### src/rtl/m_definitions.sv
// Shared M-extension definitions.
// Holds the R-type opcode/funct7 constants for RV32M, instruction field
// getters, the M-instruction classifier and the PCPI arbiter state enum.
package m_definitions;

    localparam logic [6:0] OPCODE_OP     = 7'b0110011;
    localparam logic [6:0] FUNCT7_MULDIV = 7'b0000001;

    typedef enum logic [1:0] {
        ARB_IDLE = 2'd0,
        ARB_BUSY = 2'd1,
        ARB_RESP = 2'd2
    } arb_state_e;

    // Getters mask/shift the whole word before truncating.
    function automatic logic [6:0] insn_opcode(input logic [31:0] insn);
        return 7'(insn & 32'h0000_007F);
    endfunction

    function automatic logic [6:0] insn_funct7(input logic [31:0] insn);
        return 7'(insn >> 25);
    endfunction

    function automatic logic is_m_insn(input logic [31:0] insn);
        return (insn_opcode(insn) == OPCODE_OP) && (insn_funct7(insn) == FUNCT7_MULDIV);
    endfunction

endpackage

### src/rtl/m_pcpi_arbiter_if.sv
// Bus bundle for the PCPI arbiter.
// Carries two requester channels (req0_*, req1_*) and the PCPI channel to
// the shared M unit.
//   master : arbiter view (takes requests and unit replies, drives results
//            and the pcpi request)
//   slave  : environment view (requesters plus M unit)
interface m_pcpi_arbiter_if;

    logic        req0_valid, req0_ready, req0_wr, req0_busy;
    logic [31:0] req0_insn, req0_rs1, req0_rs2, req0_rd;
    logic        req1_valid, req1_ready, req1_wr, req1_busy;
    logic [31:0] req1_insn, req1_rs1, req1_rs2, req1_rd;

    logic        pcpi_valid;
    logic [31:0] pcpi_insn, pcpi_rs1, pcpi_rs2;
    logic        pcpi_ready, pcpi_wr, pcpi_busy;
    logic [31:0] pcpi_rd;

    modport master (
        input  req0_valid, req0_insn, req0_rs1, req0_rs2,
        input  req1_valid, req1_insn, req1_rs1, req1_rs2,
        output req0_ready, req0_wr, req0_rd, req0_busy,
        output req1_ready, req1_wr, req1_rd, req1_busy,
        output pcpi_valid, pcpi_insn, pcpi_rs1, pcpi_rs2,
        input  pcpi_ready, pcpi_wr, pcpi_rd, pcpi_busy
    );

    modport slave (
        output req0_valid, req0_insn, req0_rs1, req0_rs2,
        output req1_valid, req1_insn, req1_rs1, req1_rs2,
        input  req0_ready, req0_wr, req0_rd, req0_busy,
        input  req1_ready, req1_wr, req1_rd, req1_busy,
        input  pcpi_valid, pcpi_insn, pcpi_rs1, pcpi_rs2,
        output pcpi_ready, pcpi_wr, pcpi_rd, pcpi_busy
    );

endinterface

### src/rtl/m_rr_grant2.sv
// Two-way round-robin grant.
// Ports: req[1:0] requests, last = index granted last time,
//        grant[1:0] one-hot grant (zero when no request).
module m_rr_grant2 (
    input  logic [1:0] req,
    input  logic       last,
    output logic [1:0] grant
);

    always_comb begin
        grant = req;
        // On a tie, the requester that was not served last wins.
        if (req == 2'b11)
            grant = last ? 2'b01 : 2'b10;
    end

endmodule

### src/rtl/m_pcpi_arbiter.sv
// PCPI arbiter: shares one M unit between two requesters.
// Ports: clk, resetn (synchronous, active-high),
//        bus (master modport: requester channels + PCPI channel),
//        err_timeout (one-cycle pulse when the unit fails to answer in time).
// Eligible M instructions go through BUSY to the unit. Any other valid
// request is answered directly with wr=0, rd=0. A requester that drops
// valid while its transaction is in BUSY gets no ready pulse.
module m_pcpi_arbiter
    import m_definitions::*;
#(
    parameter int TIMEOUT_CYCLES = 64
) (
    input  logic              clk,
    input  logic              resetn,
    m_pcpi_arbiter_if.master  bus,
    output logic              err_timeout
);

    localparam int TW = $clog2(TIMEOUT_CYCLES) + 1;

    arb_state_e  state_q, state_d;
    logic        last_q, gnt_q, flush_q, wr_q, err_q;
    logic [TW-1:0] timer_q;
    logic [31:0] insn_q, rs1_q, rs2_q, rd_q;

    logic [1:0]  vld, elig, rr_req, rr_gnt;
    logic        gnt_idx, gnt_valid, timeout, resp_ok;

    assign vld  = {bus.req1_valid, bus.req0_valid};
    assign elig = {bus.req1_valid && is_m_insn(bus.req1_insn),
                   bus.req0_valid && is_m_insn(bus.req0_insn)};
    // M requests take priority; otherwise arbitrate among plain requests.
    assign rr_req = (|elig) ? elig : vld;

    m_rr_grant2 u_rr (
        .req   (rr_req),
        .last  (last_q),
        .grant (rr_gnt)
    );

    assign gnt_idx   = rr_gnt[1];
    assign gnt_valid = gnt_q ? bus.req1_valid : bus.req0_valid;
    assign timeout   = (timer_q == TW'(TIMEOUT_CYCLES - 1));

    always_comb begin
        state_d = state_q;
        case (state_q)
            ARB_IDLE: begin
                if (|elig)      state_d = ARB_BUSY;
                else if (|vld)  state_d = ARB_RESP;
            end
            ARB_BUSY: if (bus.pcpi_ready || timeout) state_d = ARB_RESP;
            ARB_RESP: state_d = ARB_IDLE;
            default:  state_d = ARB_IDLE;
        endcase
    end

    always_ff @(posedge clk) begin
        if (resetn) begin
            state_q <= ARB_IDLE;
            last_q  <= 1'b1;
            gnt_q   <= 1'b0;
            flush_q <= 1'b0;
            wr_q    <= 1'b0;
            err_q   <= 1'b0;
            timer_q <= '0;
            insn_q  <= '0;
            rs1_q   <= '0;
            rs2_q   <= '0;
            rd_q    <= '0;
        end else begin
            state_q <= state_d;
            err_q   <= 1'b0;
            case (state_q)
                ARB_IDLE: if (|vld) begin
                    gnt_q   <= gnt_idx;
                    last_q  <= gnt_idx;
                    flush_q <= 1'b0;
                    timer_q <= '0;
                    wr_q    <= 1'b0;
                    rd_q    <= '0;
                    if (|elig) begin
                        insn_q <= gnt_idx ? bus.req1_insn : bus.req0_insn;
                        rs1_q  <= gnt_idx ? bus.req1_rs1  : bus.req0_rs1;
                        rs2_q  <= gnt_idx ? bus.req1_rs2  : bus.req0_rs2;
                    end
                end
                ARB_BUSY: begin
                    timer_q <= timer_q + 1'b1;
                    // Requester withdrew: let the unit finish, drop the result.
                    if (!gnt_valid) flush_q <= 1'b1;
                    if (bus.pcpi_ready) begin
                        wr_q <= bus.pcpi_wr;
                        rd_q <= bus.pcpi_rd;
                    end else if (timeout) begin
                        wr_q  <= 1'b0;
                        rd_q  <= '0;
                        err_q <= 1'b1;
                    end
                end
                default: ;
            endcase
        end
    end

    assign resp_ok = (state_q == ARB_RESP) && !flush_q;

    assign bus.req0_ready = resp_ok && !gnt_q && bus.req0_valid;
    assign bus.req1_ready = resp_ok &&  gnt_q && bus.req1_valid;
    assign bus.req0_wr    = bus.req0_ready && wr_q;
    assign bus.req1_wr    = bus.req1_ready && wr_q;
    assign bus.req0_rd    = bus.req0_ready ? rd_q : 32'd0;
    assign bus.req1_rd    = bus.req1_ready ? rd_q : 32'd0;
    assign bus.req0_busy  = bus.req0_valid && !bus.req0_ready;
    assign bus.req1_busy  = bus.req1_valid && !bus.req1_ready;

    assign bus.pcpi_valid = (state_q == ARB_BUSY);
    assign bus.pcpi_insn  = insn_q;
    assign bus.pcpi_rs1   = rs1_q;
    assign bus.pcpi_rs2   = rs2_q;
    assign err_timeout    = err_q;

    // pcpi_busy is monitored only; grant bit 0 is implied by bit 1.
    logic unused_sig;
    assign unused_sig = ^{bus.pcpi_busy, rr_gnt[0]};

endmodule

### src/flat_wrapper.sv
// flat-port wrapper written by rule: the top's interface ports become plain ports
module m_pcpi_arbiter_flat import m_definitions::*;
#(
    parameter int TIMEOUT_CYCLES = 64
)
  (clk, resetn, err_timeout, bus_req0_valid, bus_req0_insn, bus_req0_rs1, bus_req0_rs2, bus_req1_valid, bus_req1_insn, bus_req1_rs1, bus_req1_rs2, bus_req0_ready, bus_req0_wr, bus_req0_rd, bus_req0_busy, bus_req1_ready, bus_req1_wr, bus_req1_rd, bus_req1_busy, bus_pcpi_valid, bus_pcpi_insn, bus_pcpi_rs1, bus_pcpi_rs2, bus_pcpi_ready, bus_pcpi_wr, bus_pcpi_rd, bus_pcpi_busy);
  m_pcpi_arbiter_if bus_i ();
  input  logic clk;
  input  logic resetn;
  output logic err_timeout;
  input wire logic [$bits(bus_i.req0_valid)-1:0] bus_req0_valid;
  input wire logic [$bits(bus_i.req0_insn)-1:0] bus_req0_insn;
  input wire logic [$bits(bus_i.req0_rs1)-1:0] bus_req0_rs1;
  input wire logic [$bits(bus_i.req0_rs2)-1:0] bus_req0_rs2;
  input wire logic [$bits(bus_i.req1_valid)-1:0] bus_req1_valid;
  input wire logic [$bits(bus_i.req1_insn)-1:0] bus_req1_insn;
  input wire logic [$bits(bus_i.req1_rs1)-1:0] bus_req1_rs1;
  input wire logic [$bits(bus_i.req1_rs2)-1:0] bus_req1_rs2;
  output wire logic [$bits(bus_i.req0_ready)-1:0] bus_req0_ready;
  output wire logic [$bits(bus_i.req0_wr)-1:0] bus_req0_wr;
  output wire logic [$bits(bus_i.req0_rd)-1:0] bus_req0_rd;
  output wire logic [$bits(bus_i.req0_busy)-1:0] bus_req0_busy;
  output wire logic [$bits(bus_i.req1_ready)-1:0] bus_req1_ready;
  output wire logic [$bits(bus_i.req1_wr)-1:0] bus_req1_wr;
  output wire logic [$bits(bus_i.req1_rd)-1:0] bus_req1_rd;
  output wire logic [$bits(bus_i.req1_busy)-1:0] bus_req1_busy;
  output wire logic [$bits(bus_i.pcpi_valid)-1:0] bus_pcpi_valid;
  output wire logic [$bits(bus_i.pcpi_insn)-1:0] bus_pcpi_insn;
  output wire logic [$bits(bus_i.pcpi_rs1)-1:0] bus_pcpi_rs1;
  output wire logic [$bits(bus_i.pcpi_rs2)-1:0] bus_pcpi_rs2;
  input wire logic [$bits(bus_i.pcpi_ready)-1:0] bus_pcpi_ready;
  input wire logic [$bits(bus_i.pcpi_wr)-1:0] bus_pcpi_wr;
  input wire logic [$bits(bus_i.pcpi_rd)-1:0] bus_pcpi_rd;
  input wire logic [$bits(bus_i.pcpi_busy)-1:0] bus_pcpi_busy;
  assign bus_i.req0_valid = bus_req0_valid;
  assign bus_i.req0_insn = bus_req0_insn;
  assign bus_i.req0_rs1 = bus_req0_rs1;
  assign bus_i.req0_rs2 = bus_req0_rs2;
  assign bus_i.req1_valid = bus_req1_valid;
  assign bus_i.req1_insn = bus_req1_insn;
  assign bus_i.req1_rs1 = bus_req1_rs1;
  assign bus_i.req1_rs2 = bus_req1_rs2;
  assign bus_req0_ready = bus_i.req0_ready;
  assign bus_req0_wr = bus_i.req0_wr;
  assign bus_req0_rd = bus_i.req0_rd;
  assign bus_req0_busy = bus_i.req0_busy;
  assign bus_req1_ready = bus_i.req1_ready;
  assign bus_req1_wr = bus_i.req1_wr;
  assign bus_req1_rd = bus_i.req1_rd;
  assign bus_req1_busy = bus_i.req1_busy;
  assign bus_pcpi_valid = bus_i.pcpi_valid;
  assign bus_pcpi_insn = bus_i.pcpi_insn;
  assign bus_pcpi_rs1 = bus_i.pcpi_rs1;
  assign bus_pcpi_rs2 = bus_i.pcpi_rs2;
  assign bus_i.pcpi_ready = bus_pcpi_ready;
  assign bus_i.pcpi_wr = bus_pcpi_wr;
  assign bus_i.pcpi_rd = bus_pcpi_rd;
  assign bus_i.pcpi_busy = bus_pcpi_busy;
  m_pcpi_arbiter #(.TIMEOUT_CYCLES(TIMEOUT_CYCLES)) u_core (.clk(clk), .resetn(resetn), .bus(bus_i), .err_timeout(err_timeout));
endmodule
### config.mk
export PLATFORM = sky130hd
export DESIGN_NAME = m_pcpi_arbiter_flat
export DESIGN_NICKNAME = d
export VERILOG_FILES = /design/src/rtl/m_definitions.sv /design/src/rtl/m_pcpi_arbiter_if.sv /design/src/rtl/m_rr_grant2.sv /design/src/rtl/m_pcpi_arbiter.sv /design/src/flat_wrapper.sv
export SDC_FILE = /design/constraint.sdc
export NUM_CORES = 1
export LEC_CHECK = 0
export ABC_AREA = 1
export BUFFER_PORTS_ARGS = -buffer_cell sky130_fd_sc_hd__clkbuf_2
export CAP_MARGIN = 20
export CORE_AREA = 10 10 146 148
export CTS_BUF_LIST = sky130_fd_sc_hd__clkbuf_16
export CTS_CLUSTER_DIAMETER = 50
export DETAILED_ROUTE_END_ITERATION = 6
export DIE_AREA = 0 0 156 158
export PLACE_DENSITY = 0.81
export SETUP_SLACK_MARGIN = 0.5
export SLEW_MARGIN = 20
export SYNTH_ARGS = -nofsm -noshare
export SYNTH_HDL_FRONTEND = slang
export SYNTH_SLANG_ARGS = --single-unit
### constraint.sdc
create_clock -name clk -period 1.9 [get_ports clk]
set_clock_uncertainty 0.05 [all_clocks]
set_input_delay 0.095 -clock clk [delete_from_list [all_inputs] [get_ports clk]]
set_output_delay 0.095 -clock clk [all_outputs]
set_load 0.01 [all_outputs]
; ---- Word-level counts from Yosys, hierarchy flattened
; Cells that the tools add are included.
; Widths: inputs -> output; s select.
[word_totals]
register_bits = 142
word_cells = 81
[op_classes]
n_addsub = 1
n_eq_ne = 13
n_mux = 26
bitwise = 1
n_reduce_logical = 29
[ops]
columns = op, count
row1 = $mux 32, 8
row2 = $pmux 32 s2, 1
row3 = $eq 7x6->1 const B, 3
row4 = $eq 7x1->1 const B, 2
row5 = $pmux 7 s2, 1
row6 = $logic_and 1x1->1, 13
row7 = $mux 2, 6
row8 = $reduce_and 3->1, 3
row9 = $add 7x1->7 const B, 1
row10 = $mux 7, 1
row11 = $mux 1, 6
row12 = $ne 3x1->1 const B, 2
row13 = $reduce_and 2->1, 3
row14 = $eq 2x2->1 const B, 2
row15 = $logic_not 1->1, 4
row16 = $ne 2x1->1 const B, 2
row17 = $pmux 1 s2, 2
row18 = $pmux 2 s2, 1
row19 = $reduce_or 2->1, 2
row20 = $reduce_or 3->1, 1
row21 = $eq 2x1->1 const B, 1
row22 = $logic_not 2->1, 1
row23 = $ne 2x2->1 const B, 1
row24 = $reduce_bool 2->1, 1
row25 = 2 further kinds, 2

; ---- Logic depth before layout (Yosys ltp)
[depth]
ltp_word = 8
ltp_mapped = 13
ltp_nobuf = 11

; ---- Hierarchy
; From an unflattened synthesis, not the netlist that was laid out.
[hier_totals]
cells_unflattened = 1036
area_unflattened_um2 = 7229.4
[by_module_without_submodules]
columns = mod, n_inst, cells_per_inst, area_per_inst_um2
row1 = m_pcpi_arbiter, 1, 1031, 7208.2
row2 = m_rr_grant2, 1, 5, 21.3

; ---- Least setup slack after synthesis
; No wires, ideal clock.
[synth_timing]
path_kind = reg-to-reg
start = register u_core.timer_q[0]
end = register u_core.rd_q[0]
setup_time_ns = 0.132
t_arrival_ns = 1.366
required_time_ns = 1.718
setup_slack_ns = 0.351
path_stages_with_launch = 12
path_buffers = 1
synth_period_minus_slack_ns = 1.549
path_cell_list = dfxtp_1 -> ha_1 -> nand2_1 -> nor2_1 -> nand2_1 -> nor2_1 -> nand2_1 -> nand3_1 -> nand2_2 -> buf_4 -> nand2_1 -> a21oi_1
[synth_between]
elab_chain_len = 3
[synth_lines]
columns = element, line
row1 = from (decl), m_pcpi_arbiter.sv:23  ; logic [TW-1:0] timer_q;
row2 = from (signal assigned), m_pcpi_arbiter.sv:89  ; timer_q <= timer_q + 1'b1;
row3 = $eq 7x6->1, m_pcpi_arbiter.sv:43  ; assign timeout = (timer_q == TW'(TIMEOUT_CYCLES - 1));
row4 = $ne 3x1->1 (no line), n/a
row5 = $reduce_and 3->1 (no line), n/a
row6 = to (signal assigned), m_pcpi_arbiter.sv:94  ; rd_q <= bus.pcpi_rd;
row7 = to (decl), m_pcpi_arbiter.sv:24  ; logic [31:0] insn_q, rs1_q, rs2_q, rd_q;
; Every way passes these cells.
; A chain may end at the register's enable or synchronous reset.

; ---- Worst setup path in the final report
[layout_timing]
start = register u_core.gnt_q
end = output port bus_req0_wr
[layout_between]
elab_chain_len = 4
[layout_lines]
columns = element, line
row1 = from (decl), m_pcpi_arbiter.sv:22  ; logic last_q, gnt_q, flush_q, wr_q, err_q;
row2 = from (signal assigned), m_pcpi_arbiter.sv:76  ; gnt_q <= gnt_idx;
row3 = $logic_not 1->1, m_pcpi_arbiter.sv:108  ; assign bus.req0_ready = resp_ok && !gnt_q && bus.req0_valid;
row4 = $logic_and 1x1->1 (2 in series), m_pcpi_arbiter.sv:108
row5 = $logic_and 1x1->1, m_pcpi_arbiter.sv:110  ; assign bus.req0_wr = bus.req0_ready && wr_q;
row6 = to (decl), flat_wrapper.sv:20  ; output wire logic [$bits(bus_i.req0_wr)-1:0] bus_req0_wr;
; Every way passes these cells.

==> flow_summary_export.csv <==
group,metric,value,unit
floorplan,design.core.area,0.0185,sq mm
worst_setup_path,critPathSlowestCell,"dfxtp_1",
clock_network,ctsRootBufferMaster,"clkbuf_16",
status,violations,"design-rule violations",
yosys,ys.warnings.count,0,
clock_network,numCtsBuffers,17,
grt,grt-ovfl-total,0,
grt,grt_pass1_vias,11600,
grt,antenna_found_initial,4,
floorplan,io_pins,399,
timing,fin_crit,1.90,ns
worst_setup_path,r2r_setup_slack,0.08,ns
floorplan,num_rows,50,
timing,maxSlewHeadroom,73.9,%
grt,grt_max_degree,63,
worst_setup_path,worst_ep_arrival_time,1.75,ns
layout,num-fill-cells,994,
yosys,yosys.area.top_type,"dfxtp_1",
floorplan,die_x,156,microns
worst_setup_path,crit_path_max_fanout,16,
floorplan,die_h,158,microns
yosys,syn_nets,1376,
pwr,vdd_ir_drop_max,0.000588,V
drt,antenna_left,0,
timing,finalMaxSlewViolations,0,
timing,setup_violations,0,
worst_setup_path,end_kind,"output port",
status,status,"finished, violations left",
timing,worst_pin_slew,0.392,ns
timing,timing.final.hold_violations,0,
timing,timing.fmax,0.528,GHz
layout,ff_latch_area,0.00285,sq mm
worst_hold_path,hp-start,"bus_req0_rs1[10]",
clock_network,htree_levels,4,
worst_setup_path,path_cells,"inv_1 > nand2_1 > nor2_4 > inv_4 > buf_16 > nor2_1 > buf_2",
worst_setup_path,r2r-start,"u_core.state_q[1]$_SDFFE_PP0P_",
worst_setup_path,cpLargestDelayFamily,"buffers and inverters",
worst_setup_path,worstPathRequired,1.75,ns
drt,initialDrtViolationCount,1585,
worst_setup_path,critPathLaunch,"u_core.gnt_q$_SDFFE_PP0P_",
yosys,synth_seq_cells,142,
worst_setup_path,start_kind,"flip-flop",
floorplan,die_area,0.0246,sq mm
timing,fin_crit_sh,99.8,%
place,dp.cells,1725,
worst_setup_path,critical_path_buf_inv_count,4,
pwr,leakage,6.80,nW
timing,rsz0062_at_grt,"yes",
worst_setup_path,max_stage_delay,0.36,ns
grt,grt_use_total,33.0,%
yosys,synth.top_cells.by_count,"278 x nand2_1, 217 x inv_1, 173 x nand3_1",
drt,drc,1,
floorplan,start_util,39.4,%
drt,drt_wl_total,48400,microns
yosys,yosysMostFrequentCell,"nand2_1",
drt,first_pass_iters,7,
yosys,syn_inst,1144,
clock_network,cts.path.max_buffers,2,
yosys,synth_edf_count,0,
layout,layout-drive-gt1-share,40.3,%
yosys,synthesis.area,0.00727,sq mm
place,dp.final_hpwl,19500,microns
yosys,synth_cell_type_count,25,
clock_network,clock-sinks,142,
flow_run,maxCapViolCount,0,
drt,viasPerCell,5.78,
pwr,design_power_total,7.70,mW
clock_network,clk_pin_slew,0.07,ns
layout,multi_input_area,0.00412,sq mm
place,portBuffers,397,
worst_setup_path,critPathKind,"flip-flop to output port",
clock_network,worstSkewPairLatency,0.42,ns
yosys,synth_area_per_cell,6.36,sq um
yosys,yosysSeqAreaShare,39.1,%
place,gp_congestion,0.875,
layout,nNetsFinal,2012,
yosys,synth_area_leaders,"dfxtp_1 39%, nand2_1 14%, nand3_1 12%",
clock_network,cts_tree,"done",
pwr,cellPowerDensity,539,mW/mm^2
worst_hold_path,holdCritPathClass,"primary input to flip-flop",
yosys,synthFlopType,"dfxtp_1",
drt,wire_per_inst,23.8,microns
grt,grt_pass1_wl,63700,microns
layout,syn_to_final_growth,96.4,%
yosys,synth_top_area_share,39.1,%
yosys,synthArstFlopShare,0,%
drt,vias,11800,
layout,layout.cells.non_filler,2034,
## flip-flops by register name, indices dropped and copies added, names as in the netlist
signal                cells
u_core.bus.pcpi_rs2      32
u_core.bus.pcpi_rs1      32
u_core.timer_q            7
u_core.last_q             1
u_core.err_timeout        1
u_core.state_q            2
u_core.bus.pcpi_insn     32
u_core.rd_q              32
u_core.flush_q            1
u_core.wr_q               1
u_core.gnt_q              1
## per-stage QoR
| step | area (sq um) | util [%] | setup WS [ns] | hold WS (ns) | TNS, ns |
|---|---|---|---|---|---|
| final | 14300 | 77.4 | 0.00453 | 0.000736 | 0 |
| after global routing | 14300 | 77.4 | -0.0151 | 0.0266 | -0.0527 |
| after CTS | 13400 | 72.7 | 0.156 | 0.00394 | 0 |
| after detailed placement | 9400 | 50.9 | 0.105 | 0.237 | 0 |
| after global placement | 9400 | 50.9 | 0.192 | 0.231 | 0 |
| after floorplan | 7350 | - | 0.413 | 0.122 | 0 |
## power by group
| part | switching (mW) | leakage (nW) | internal [mW] |
|---|---|---|---|
| logic | 0.720 | 5.39 | 0.718 |
| clock network | 1.46 | 0.264 | 1.82 |
| registers | 0.00494 | 1.15 | 2.98 |
| total | 2.18 | 6.80 | 5.52 |
## kinds of logic after synthesis
family / synth area share, %
AO/OA/AOI/OAI: 9.39
adder cells (fa/ha/maj): 0.172
buffers and inverters: 18.1
flip-flops: 39.1
AND/OR/NAND/NOR: 33.3
## cell usage in the layout, fill, tap and decap left out, types with 4 or more instances in the layout
cell type,count
buf_16,27
buf_12,18
clkbuf_2,345
nand3_2,14
nand3_4,10
nand2_4,23
a21oi_1,80
inv_1,209
clkbuf_16,21
o21ai_0,4
nand2_8,7
nand2_2,36
diode_2,7
buf_8,6
dlygate4sd3_1,193
nand2_1,218
dfxtp_1,138
buf_6,18
nor2_4,14
buf_4,29
nor2_1,64
nor3_1,4
inv_6,7
a21oi_4,8
inv_2,5
nand3_1,149
a21oi_2,38
buf_2,46
nor2_2,32
## worst paths after layout
path,depth (start not counted),to
worst max-delay path,7,bus_req0_wr
worst min-delay path,5,u_core.bus.pcpi_rs1[10]$_SDFFE_PP0P_
worst max register to register,12,u_core.bus.pcpi_rs2[7]$_SDFFE_PP0P_
worst min register to register,2,u_core.bus.pcpi_insn[2]$_SDFFE_PP0P_
## worst reg2reg max path, delay by kind of cell, from the launching register on
family,cells,cell delay [ns]
AOI/OAI and AO/OA,1,0.26
buffers and inverters,8,0.88
DFF,1,0.33
and+or+nand+nor,3,0.26
## routing by layer
metal	vias to the layer above	GRT usage (%)	routed length [microns]
met3	431	15.4	6930
li1	4823	-	-
met2	1290	53.7	22200
met1	5209	32.4	15000
met4	0	24.5	4280
met5	-	0.431	0
## timing repair
item	CTS	global route
hold endpoints to repair	119	0
gates cloned	29	5
hold buffers	193	0
endpoints found under the setup margin	191	211
pin swaps	11	34
resized for setup	159	209
setup buffers	28	15
## area by class of cell
cell class | instances | share of cell area (%)
Tap cell | 234 | 2.05
Multi-Input combinational cell | 715 | 28.9
Clock inverter | 15 | 0.937
Sequential cell | 142 | 20.0
Antenna cell | 7 | 0.123
Timing Repair Buffer | 686 | 39.2
Inverter | 218 | 5.89
Clock buffer | 17 | 2.98
Power figures use the tool's default switching activity.
